--- config.mk ---
export PLATFORM = sky130hd
export DESIGN_NAME = imm_build_seq_flat
export DESIGN_NICKNAME = d
export VERILOG_FILES = /design/src/rtl/imm_build_seq_if.sv /design/src/rtl/imm_build_seq.sv /design/src/flat_wrapper.sv
export SDC_FILE = /design/constraint.sdc
export NUM_CORES = 1
export LEC_CHECK = 0
export BUFFER_PORTS_ARGS = -buffer_cell sky130_fd_sc_hd__buf_2
export CAP_MARGIN = 40
export CELL_PAD_IN_SITES_DETAIL_PLACEMENT = 0
export CELL_PAD_IN_SITES_GLOBAL_PLACEMENT = 2
export CORE_MARGIN = 2
export CORE_UTILIZATION = 25
export CTS_CLUSTER_SIZE = 40
export DETAILED_ROUTE_END_ITERATION = 7
export GPL_TIMING_DRIVEN = 0
export PLACE_DENSITY_LB_ADDON = 0.15
export SLEW_MARGIN = 20
export SYNTH_ARGS = -nofsm -noshare
export SYNTH_HDL_FRONTEND = slang
export SYNTH_SLANG_ARGS = --single-unit
--- constraint.sdc ---
create_clock -name clk -period 1.6 [get_ports clk]
set_input_delay 0.08 -clock clk [delete_from_list [all_inputs] [get_ports clk]]
set_output_delay 0.08 -clock clk [all_outputs]
set_load 0.005 [all_outputs]
--- src/rtl/imm_build_seq_if.sv ---
// Signal bundle between instruction decode, the zero extender and the operand mux.
// Optional SIGNED input is present only when IMM_BUILD_SEQ_SIGN_EXT_EN is defined.
interface imm_build_seq_if #(
    parameter int DATA_W = 16,
    parameter int NIB_W  = 4
);
    // Handshakes: a nibble moves on a cycle where nib_valid && nib_ready; the
    // immediate is taken on a cycle where imm_valid && imm_ack. Neither side's
    // valid may depend on the other side's ready/ack.
    logic              start;
    logic [1:0]        nib_cnt;
    logic [NIB_W-1:0]  nib_in;
    logic              nib_valid;
    logic              nib_ready;
    logic [NIB_W-1:0]  zx_a;
    logic [DATA_W-1:0] zx_r;
    logic [DATA_W-1:0] imm_out;
    logic              imm_valid;
    logic              imm_ack;
    logic              busy;
    logic [1:0]        state_dbg;
`ifdef IMM_BUILD_SEQ_SIGN_EXT_EN
    logic              is_signed;

    modport master (
        output start, nib_cnt, nib_in, nib_valid, zx_r, imm_ack, is_signed,
        input  nib_ready, zx_a, imm_out, imm_valid, busy, state_dbg
    );
    modport slave (
        input  start, nib_cnt, nib_in, nib_valid, zx_r, imm_ack, is_signed,
        output nib_ready, zx_a, imm_out, imm_valid, busy, state_dbg
    );
`else
    modport master (
        output start, nib_cnt, nib_in, nib_valid, zx_r, imm_ack,
        input  nib_ready, zx_a, imm_out, imm_valid, busy, state_dbg
    );
    modport slave (
        input  start, nib_cnt, nib_in, nib_valid, zx_r, imm_ack,
        output nib_ready, zx_a, imm_out, imm_valid, busy, state_dbg
    );
`endif
endinterface

--- src/rtl/imm_build_seq.sv ---
// Builds a right-justified immediate from 1-4 nibbles through the shared zero extender.
// Define IMM_BUILD_SEQ_SIGN_EXT_EN to add sign extension of short immediates.
module imm_build_seq #(
    parameter int DATA_W = 16,
    parameter int NIB_W  = 4
) (
    input  logic           clk,
    input  logic           rst_n,
    imm_build_seq_if.slave bus
);
    typedef enum logic [1:0] {
        IDLE    = 2'd0,
        COLLECT = 2'd1,
        DONE    = 2'd2
    } state_t;

    state_t            state_q, state_d;
    logic [DATA_W-1:0] acc_q, acc_d;
    logic [1:0]        cnt_q, cnt_d;
    logic [DATA_W-1:0] shifted;
    logic [DATA_W-1:0] last_val;
    logic              nib_ready;
    logic              imm_valid;

    assign shifted = (acc_q << NIB_W) | bus.zx_r;

`ifdef IMM_BUILD_SEQ_SIGN_EXT_EN
    logic [1:0]        len_q, len_d;
    logic              sgn_q, sgn_d;
    logic [DATA_W-1:0] hi_mask;
    logic [DATA_W-1:0] top_mask;

    // hi_mask covers bits above the built immediate; top_mask is its sign bit.
    // A full-width build shifts hi_mask to zero, leaving the value untouched.
    assign hi_mask  = {DATA_W{1'b1}} << (NIB_W * (32'(len_q) + 32'd1));
    assign top_mask = (hi_mask >> 1) & ~hi_mask;
    assign last_val = (sgn_q && |(shifted & top_mask)) ? (shifted | hi_mask) : shifted;

    always_ff @(posedge clk or negedge rst_n) begin
        if (!rst_n) begin
            len_q <= 2'd0;
            sgn_q <= 1'b0;
        end else begin
            len_q <= len_d;
            sgn_q <= sgn_d;
        end
    end
`else
    assign last_val = shifted;
`endif

    always_ff @(posedge clk or negedge rst_n) begin
        if (!rst_n) begin
            state_q <= IDLE;
            acc_q   <= '0;
            cnt_q   <= 2'd0;
        end else begin
            state_q <= state_d;
            acc_q   <= acc_d;
            cnt_q   <= cnt_d;
        end
    end

    always_comb begin
        state_d   = state_q;
        acc_d     = acc_q;
        cnt_d     = cnt_q;
        nib_ready = 1'b0;
        imm_valid = 1'b0;
`ifdef IMM_BUILD_SEQ_SIGN_EXT_EN
        len_d     = len_q;
        sgn_d     = sgn_q;
`endif
        case (state_q)
            IDLE: begin
                if (bus.start) begin
                    cnt_d   = bus.nib_cnt;
                    acc_d   = '0;
                    state_d = COLLECT;
`ifdef IMM_BUILD_SEQ_SIGN_EXT_EN
                    len_d   = bus.nib_cnt;
                    sgn_d   = bus.is_signed;
`endif
                end
            end
            COLLECT: begin
                nib_ready = 1'b1;
                if (bus.nib_valid) begin
                    if (cnt_q == 2'd0) begin
                        acc_d   = last_val;
                        state_d = DONE;
                    end else begin
                        acc_d = shifted;
                        cnt_d = cnt_q - 2'd1;
                    end
                end
            end
            DONE: begin
                imm_valid = 1'b1;
                if (bus.imm_ack) begin
                    state_d = IDLE;
                end
            end
            default: begin
                state_d = IDLE;
            end
        endcase
    end

    // acc doubles as the output register so the result survives the ack.
    assign bus.zx_a      = bus.nib_in;
    assign bus.imm_out   = acc_q;
    assign bus.imm_valid = imm_valid;
    assign bus.nib_ready = nib_ready;
    assign bus.busy      = (state_q != IDLE);
    assign bus.state_dbg = state_q;
endmodule

--- src/flat_wrapper.sv ---
// flat-port wrapper written by rule: the top's interface ports become plain ports
module imm_build_seq_flat 
#(
    parameter int DATA_W = 16,
    parameter int NIB_W  = 4
)
  (clk, rst_n, bus_start, bus_nib_cnt, bus_nib_in, bus_nib_valid, bus_zx_r, bus_imm_ack, bus_nib_ready, bus_zx_a, bus_imm_out, bus_imm_valid, bus_busy, bus_state_dbg);
  imm_build_seq_if #(.DATA_W(DATA_W), .NIB_W(NIB_W)) bus_i ();
  input  logic clk;
  input  logic rst_n;
  input wire logic [$bits(bus_i.start)-1:0] bus_start;
  input wire logic [$bits(bus_i.nib_cnt)-1:0] bus_nib_cnt;
  input wire logic [$bits(bus_i.nib_in)-1:0] bus_nib_in;
  input wire logic [$bits(bus_i.nib_valid)-1:0] bus_nib_valid;
  input wire logic [$bits(bus_i.zx_r)-1:0] bus_zx_r;
  input wire logic [$bits(bus_i.imm_ack)-1:0] bus_imm_ack;
  output wire logic [$bits(bus_i.nib_ready)-1:0] bus_nib_ready;
  output wire logic [$bits(bus_i.zx_a)-1:0] bus_zx_a;
  output wire logic [$bits(bus_i.imm_out)-1:0] bus_imm_out;
  output wire logic [$bits(bus_i.imm_valid)-1:0] bus_imm_valid;
  output wire logic [$bits(bus_i.busy)-1:0] bus_busy;
  output wire logic [$bits(bus_i.state_dbg)-1:0] bus_state_dbg;
  assign bus_i.start = bus_start;
  assign bus_i.nib_cnt = bus_nib_cnt;
  assign bus_i.nib_in = bus_nib_in;
  assign bus_i.nib_valid = bus_nib_valid;
  assign bus_i.zx_r = bus_zx_r;
  assign bus_i.imm_ack = bus_imm_ack;
  assign bus_nib_ready = bus_i.nib_ready;
  assign bus_zx_a = bus_i.zx_a;
  assign bus_imm_out = bus_i.imm_out;
  assign bus_imm_valid = bus_i.imm_valid;
  assign bus_busy = bus_i.busy;
  assign bus_state_dbg = bus_i.state_dbg;
  imm_build_seq #(.DATA_W(DATA_W), .NIB_W(NIB_W)) u_core (.clk(clk), .rst_n(rst_n), .bus(bus_i));
endmodule
======== Word-level counts from Yosys, hierarchy flattened ========
Cells that the tools add are included.
storage, ports and cells
  flip-flop bits (word level) ............. 20
  input bits .............................. 27
  output and inout port bits .............. 25
  logic and storage cells ................. 33
cells by class
  add/sub/neg operators ................... 1
  equality and inequality tests ........... 7
  mux-type cells .......................... 14
  bitwise logic cells ..................... 1
  reduce and logical (&&, ||, !) cells .... 7
operator list
  kind                                              number
  two-way mux 16 bit                                2
  case mux 16 bit (2 select lines)                  1
  OR 16 bit                                         1
  two-way mux 2 bit                                 7
  != test 2 bit, second input constant              4
  AND reduction 4 bit                               2
  case mux 2 bit (3 select lines)                   1
  zero test 2 bit                                   2
  case mux 2 bit (2 select lines)                   1
  nonzero test 2 bit                                2
  AND reduction 3 bit                               1
  == test 2 x 1 -> 1 bit, second input constant     1
  == test 2 bit, second input constant              1
  two-way mux 1 bit                                 2
  != test 2 x 1 -> 1 bit, second input constant     1
  subtractor 2 x 1 -> 2 bit, second input constant  1

======== Depth between registers and ports, before layout ========
Gate-level depths: netlist of run 1.
  word-level depth ........................ 4
  mapped depth ............................ 5
  mapped depth without buffers ............ 5

======== Least setup slack after synthesis of run 1 ========
No wires, ideal clock.
  path kind ............................... reg2reg
  start ................................... reg u_core.state_q[0], in the netlist u_core.bus.state_dbg[0]
  end ..................................... reg u_core.acc_q[12], in the netlist u_core.bus.imm_out[12]
  library setup time ...................... 78 ps
  arrival time ............................ 1,175 ps
  required time ........................... 1,522 ps
  slack ................................... 347 ps
  cell stages (with the launch flop) ...... 6
  path buffers ............................ 2
  clock period less this slack ............ 1,253 ps
  cells stage by stage .................... dfrtp_1 mux2_4 nand2b_4 buf_6 buf_8 o2bb2ai_1
between the ends
  word-level cells in the longest chain between the ends .. 3
  elaborated cells on any way between the ends .. 7
  classes of those cells .................. eq/ne (3); mux (1); reduce/logical (3)
RTL lines
  item                                                                         RTL line             source
  from (decl)                                                                  imm_build_seq.sv:17  state_t state_q, state_d;
  from (signal assigned)                                                       imm_build_seq.sv:58  state_q <= state_d;
  == test 2 x 1 -> 1 bit / zero test 2 bit (equally long branches)             imm_build_seq.sv:74  case (state_q)
  != test 2 bit (no source line) / nonzero test 2 bit (equally long branches)  --
  AND reduction 3 bit (no source line)                                         --
  to (signal assigned)                                                         imm_build_seq.sv:55  acc_q <= '0;
  to (signal assigned)                                                         imm_build_seq.sv:59  acc_q <= acc_d;
  to (decl)                                                                    imm_build_seq.sv:18  logic [DATA_W-1:0] acc_q, acc_d;
Parallel ways exist; a longest one is shown, timed or not.
A chain may end at the register's enable or synchronous reset.

======== Worst setup path after layout of run 1 ========
  start ................................... reg u_core.state_q[0], in the netlist u_core.bus.state_dbg[0]
  end ..................................... reg u_core.acc_q[7], in the netlist u_core.bus.imm_out[7]
Same word-level chain as after synthesis.

==> reports/metrics.cfg, run 1 <==
[synthesis]
synth.distinct_cells=25
yosysMostFrequentCell=dfrtp_1
syn_area_um2=931
synth_top_area_share=0.538
synthSimpleGateAreaFrac=0.125
synth_xor_area_frac=0
synth_warnings=0
synth_edf_count=0
synth.area.top_cells=dfrtp_1 (54%), o2bb2ai_1 (10%), nor2_1 (5.2%), buf_4 (4.0%), a22o_1 (3.8%)
synth-main-ff-cell=dfrtp_1
synthAdderAreaFrac=0.0134
synth_fp_nets=107
synth.area.mux_share=0.0269
synth_compound_area_frac=0.200
syn-instance-count=79
ys_async_sr_fraction=1.00
ys_top_cells_by_count=dfrtp_1 (20), nor2_1 (13), o2bb2ai_1 (11)
yosysSeqAreaShare=0.538
ys_seq_elements=20
synth.avg_cell_area_um2=11.8
synth_top_family_by_area=compound AO/OA/AOI/OAI gates
yosys.area.top_type=dfrtp_1

[clock_tree]
cts_root_buf=clkbuf_8
cts.sinks=20
h-tree-depth=1
clk_pin_slew_ns=0.07
tritoncts=yes
clock_path_buffers=2
cts_made_buffers=3
clkLatencyLatePin_ns=0.25
post_cts_resized=0

[power_and_ir_drop]
ir_worst_vdd_uv=565
power.leakage_uw=0.000661
p_per_area_mw_per_mm2=1780

[layout]
num_antenna_cells=0
final_nets=160
layout-drive-gt1-share=0.489
fin_cells=179
area_growth_pct=38.7

[grt]
grtUsageTotal=0.113
antenna_found_initial=0
grt_pass1_vias=778
grt-ovfl-total=0
grt_max_degree=21
global_route.peak_usage_layer=met2
grtUsageMet2=0.183
use_met3=0.0243
grt_use_met1=0.148
grt_pass1_wl_um=3700

[placement]
gp_congestion=0.672
hpwl_um=1620
dp.cells=174
port_buffers=47

[sta]
rsz0062_at_grt=false
worst_slew_margin_rel=0.699
worst_pin_slew_ns=0.451
min_period_ns=1.38
fin_crit_sh=0.860
hold_violations=0
setup_tns_ns=0
slew_viol_final=0
setup-violations-final=0
fin_skew_ns=0.000975
fmax_mhz=726

[worst_setup_path]
crit_type=flip-flop to flip-flop
cp_slowest_cell=dfrtp_1
end_kind=flip-flop
startpoint_type=flip-flop
path_max_fanout=10
cp.arrival_ns=1.55
worst-r2r-cell-count=5
crit_cells=5
path_buf_inv=2
crit_required_ns=1.78
cpLargestDelayFamily=flip-flops
crit_chain=mux2_4 -> nand2b_4 -> buf_6 -> buf_8 -> o2bb2ai_1
cpPeakStageDelay_ns=0.48

[floorplanning]
rows=22
die_y_um=65.0
ioPinCount=52
start_util=0.256
dieArea_mm2=0.00423
die_width_um=65.0
design.core.area_mm2=0.00363

[route]
drt_pass1_iterations=4
vias_per_cell=4.38
via_count=784
final_antenna_net_count=0
drc=0
wl_per_cell_um=11.8
first_iter_violations=11
wl_um=2110

[run]
maxCapViolCount=0

[min_path]
hold_class=input pin to flip-flop
holdPathStages=2

[run_status]
outcome=finished clean

==> metal layers <==
layer,vias to the layer above,share of wire
li1,384,-
met1,371,0.45
met2,27,0.48
met3,2,0.064
met4,0,0.0047
met5,-,0
==> layout make-up <==
type | count | area [um^2]
fill | 398 | 2340
sequential | 20 | 500
multi-input combinational | 47 | 340
timing repair buffer | 48 | 245
buffer | 8 | 75.1
tap | 48 | 60.1
clock buffer | 4 | 55.1
inverter | 4 | 15.0
==> timing repair <==
action,in CTS,in global routing
setup buffers,0,0
endpoints found under the hold margin,20,0
hold buffers,1,0
setup endpoints to repair,0,0
==> report_power, final <==
group,internal (uW),total [uW],leakage [uW],switching (uW)
clock network,219,379,0.0000288,161
registers,745,925,0.000245,180
logic,544,993,0.000386,449
==> cell usage in the layout (no fill, tap or decap), drive strengths merged <==
master,synthesis,routed
nor2,13,13
nand3b,1,1
clkbuf,0,4
inv,4,4
a31oi,1,1
dlygate4sd3,0,1
or2,1,1
buf,8,55
nand2,1,1
mux2,1,1
nand2b,1,1
and2,1,1
a32o,1,1
nor2b,1,1
a21oi,3,3
a22o,4,4
nand4,1,1
nand4b,1,1
mux2i,1,1
and2b,1,1
a311oi,1,1
o2bb2ai,12,12
dfrtp,20,20
ha,1,1
==> worst paths after layout <==
path	start	endpoint	slack (ns)
worst max-delay path	u_core.bus.state_dbg[0]$_DFFE_PN0P_	u_core.bus.imm_out[7]$_DFFE_PN0P_	0.22
worst min-delay path	bus_zx_r[2]	u_core.bus.imm_out[2]$_DFFE_PN0P_	0.05
worst max register to register	u_core.bus.state_dbg[0]$_DFFE_PN0P_	u_core.bus.imm_out[7]$_DFFE_PN0P_	0.22
worst min register to register	u_core.bus.imm_out[13]$_DFFE_PN0P_	u_core.bus.imm_out[13]$_DFFE_PN0P_	0.49
max in group asynchronous	rst_n	u_core.bus.imm_out[7]$_DFFE_PN0P_	0.98
min in group asynchronous	rst_n	u_core.bus.imm_out[15]$_DFFE_PN0P_	0.30
==> flip-flops by register name, summed over array words and instances, names as in the netlist <==
register	flops
u_core.bus.imm_out	16
u_core.cnt_q	2
u_core.bus.state_dbg	2
==> stage by stage <==
step	util	total power [uW]	instance area, um^2	worst slack (ns)	hold slack (ns)
2_1_floorplan	-	1540	931	0.347	-0.216
3_3_place_gp	0.337	1940	1230	0.235	0.0610
3_5_place_dp	0.337	1950	1230	0.228	0.0618
4_1_cts	0.355	2340	1290	0.208	0.0464
5_1_grt	0.355	2520	1290	0.0971	0.0512
6_report	0.355	2300	1290	0.224	0.0508
==> logic make-up (layout without fill, tap and decap cells) <==
logic type / after synthesis / count (layout)
buf+inv: 12 / 64
compound gates: 22 / 22
fa+ha+maj: 1 / 1
simple gates: 22 / 22
mux: 2 / 2
flops: 20 / 20
Note: power is estimated with default switching activity, not from simulation.
==> run 2, diff against run 1 <==
--- a/config.mk
+++ b/config.mk
@@ -10,7 +10,8 @@
 export CELL_PAD_IN_SITES_DETAIL_PLACEMENT = 0
 export CELL_PAD_IN_SITES_GLOBAL_PLACEMENT = 2
 export CORE_MARGIN = 2
-export CORE_UTILIZATION = 25
+export CORE_UTILIZATION = 26
+export CTS_BUF_LIST = sky130_fd_sc_hd__clkbuf_8
 export CTS_CLUSTER_SIZE = 40
 export DETAILED_ROUTE_END_ITERATION = 7
 export GPL_TIMING_DRIVEN = 0
==> run 2 against run 1 <==
  * Clock skew grew 0.0019 ns
  * Combinational power is 0.5% higher
  * Fmax hardly changed
  * Wire length increased by 3.6%
  * Sequential power about the same
  * Global-route usage barely moved
  * Power rose by 0.48%
  * Cell count fell by 1.1%
  * Via count unchanged
  * Worst hold slack got worse by 0.0096 ns
  * Critical path type unchanged
  * Critical endpoint is now u_core.bus.imm_out[12]$_DFFE_PN0P_
  * Largest power group unchanged
==> reports/metrics.cfg, run 2 (synthesis results as in run 1) <==
[layout]
final_nets=160  ; unchanged
area_growth_pct=38.4
layout-drive-gt1-share=0.489  ; unchanged
num_antenna_cells=0  ; unchanged
fin_cells=177  ; -1.1%
fin_area_mm2=0.00129  ; -0.19%
fillers=343  ; -14%
multi_input_area_um2=340  ; unchanged
final_common_cell=buf_2
utilization=0.380  ; +0.0248
seq_area_um2=500  ; unchanged
largest_register_ffs=16  ; unchanged
final_cell_mix=buf_2 (47), dfrtp_1 (20), nor2_1 (13)

[route]
drt_pass1_iterations=4  ; unchanged
wl_um=2190  ; +3.6%
via_count=784  ; unchanged
vias_per_cell=4.43  ; +1.1%
wl_per_cell_um=12.4  ; +4.8%
first_iter_violations=29  ; +18
drc=0  ; unchanged
final_antenna_net_count=0  ; unchanged

[power_and_ir_drop]
power.internal_uw=1510  ; about the same
power.leakage_uw=0.000661  ; unchanged
pwr-share-clk=0.165  ; about the same
p_comb_frac=0.433  ; about the same
switching_share=0.347  ; +0.00286
ir_worst_vdd_uv=669  ; +18%
switching_power_uw=800  ; +1.3%
p_per_area_mw_per_mm2=1790  ; +0.68%
pwr-share-seq=0.402  ; about the same

[worst_setup_path]
crit_required_ns=1.78  ; about the same
crit_type=flip-flop to flip-flop
cp_slowest_cell=dfrtp_1
path_max_fanout=10  ; unchanged
cpPeakStageDelay_ns=0.48  ; about the same
reg2reg_slack_ns=0.22  ; about the same
startpoint_type=flip-flop
cp.arrival_ns=1.55  ; about the same
crit_chain=mux2_4 -> nand2b_4 -> buf_6 -> buf_8 -> o2bb2ai_1
end_kind=flip-flop

[run]
maxCapViolCount=0  ; unchanged

[grt]
grtUsageTotal=0.113  ; +0.000194
grt_pass1_vias=786  ; +1.0%
antenna_found_initial=0  ; unchanged
grt-ovfl-total=0  ; unchanged
grt_max_degree=21  ; unchanged
grt_pass1_wl_um=3670  ; -0.76%

[placement]
place_area_mm2=0.00122  ; -0.20%
port_buffers=47  ; unchanged
gp_congestion=0.697  ; +3.7%
hpwl_um=1670  ; +3.1%
dp.cells=172  ; -1.1%

[clock_tree]
cts_root_buf=clkbuf_8
clkLatencyLatePin_ns=0.25  ; about the same
h-tree-depth=1  ; unchanged
cts_setup_buffers=0  ; unchanged
ctsHoldBuffers=1  ; unchanged
tritoncts=yes
cts_made_buffers=3  ; unchanged
clk_pin_slew_ns=0.08  ; about the same
cts.sinks=20  ; unchanged
post_cts_resized=0  ; unchanged
clock_path_buffers=2  ; unchanged

[sta]
rsz0062_at_grt=false
min_period_ns=1.38  ; +0.000804 ns
setup_tns_ns=0  ; unchanged
worst_pin_slew_ns=0.458  ; +0.00690 ns
fmax_mhz=726  ; about the same
hold_violations=0  ; unchanged
fin_crit_sh=0.861  ; about the same
worst_slew_margin_rel=0.695  ; -0.00460
setup-violations-final=0  ; unchanged
fin_skew_ns=0.00285  ; +0.00187 ns
slew_viol_final=0  ; unchanged

[floorplanning]
die_width_um=63.8  ; -1.8%
die_y_um=63.8  ; -1.8%
dieArea_mm2=0.00407  ; -3.6%
start_util=0.275  ; +0.0184
design.core.area_mm2=0.00339  ; -6.7%
rows=21  ; -4.5%
ioPinCount=52  ; unchanged

[run_status]
outcome=finished clean

[min_path]
hold_class=input pin to flip-flop

[run 2: cell counts in the layout (fill, tap and decap cells not counted)]
No cell type changed its count.
[run 2: area by class of cell]
cell class              instances  area share
flip-flops and latches         20       0.388
multi-input cells              47       0.264
repair buffers                 48       0.190
plain buffers                   8      0.0583
well taps                      46      0.0447
clock buffers                   4      0.0427
inverters                       4      0.0117
[run 2: critical path: cells and delay by family, from the launching register on]
kind / cells / cell delay [ns]
buffers and inverters: 2 / 0.25
multiplexers: 1 / 0.37
flip-flops: 1 / 0.48
AND/OR/NAND/NOR: 1 / 0.08
AO/OA/AOI/OAI: 1 / 0.11
[run 2: per-layer routing]
metal	wire (um)	vias to the layer above	global-route usage
met2	996	33	0.185
met3	180	2	0.0246
met5	0	-	0
met4	8	0	0.0326
met1	1000	360	0.149
li1	-	389	-
[run 2: per-stage QoR]
step	hold WS [ns]	power, uW	setup slack [ns]
final	0.0411	2310	0.223
after global routing	0.0509	2510	0.0890
after CTS	0.0375	2360	0.198
after detailed placement	0.0655	1960	0.218
after global placement	0.0661	1940	0.251
after floorplan	-0.216	1540	0.347
[run 2: worst paths after layout]
check                                                         start                            endpoint  depth (start not counted)
worst max register to register  u_core.bus.state_dbg[0]$_DFFE_PN0P_  u_core.bus.imm_out[12]$_DFFE_PN0P_                          5
worst min register to register   u_core.bus.imm_out[14]$_DFFE_PN0P_  u_core.bus.imm_out[14]$_DFFE_PN0P_                          1
max in group asynchronous                                     rst_n   u_core.bus.imm_out[8]$_DFFE_PN0P_                          2
worst max-delay path            u_core.bus.state_dbg[0]$_DFFE_PN0P_  u_core.bus.imm_out[12]$_DFFE_PN0P_                          5
worst min-delay path                                    bus_zx_r[2]   u_core.bus.imm_out[2]$_DFFE_PN0P_                          2
min in group asynchronous                                     rst_n  u_core.bus.imm_out[15]$_DFFE_PN0P_                          2
[run 2: power groups by stage]
stage	combinational, uW	sequential (uW)	clock, uW
finish	998	928	382
global route	1120	976	415
CTS	1020	935	397
detailed placement	1020	941	0
global placement	997	940	0
floorplan	601	935	0
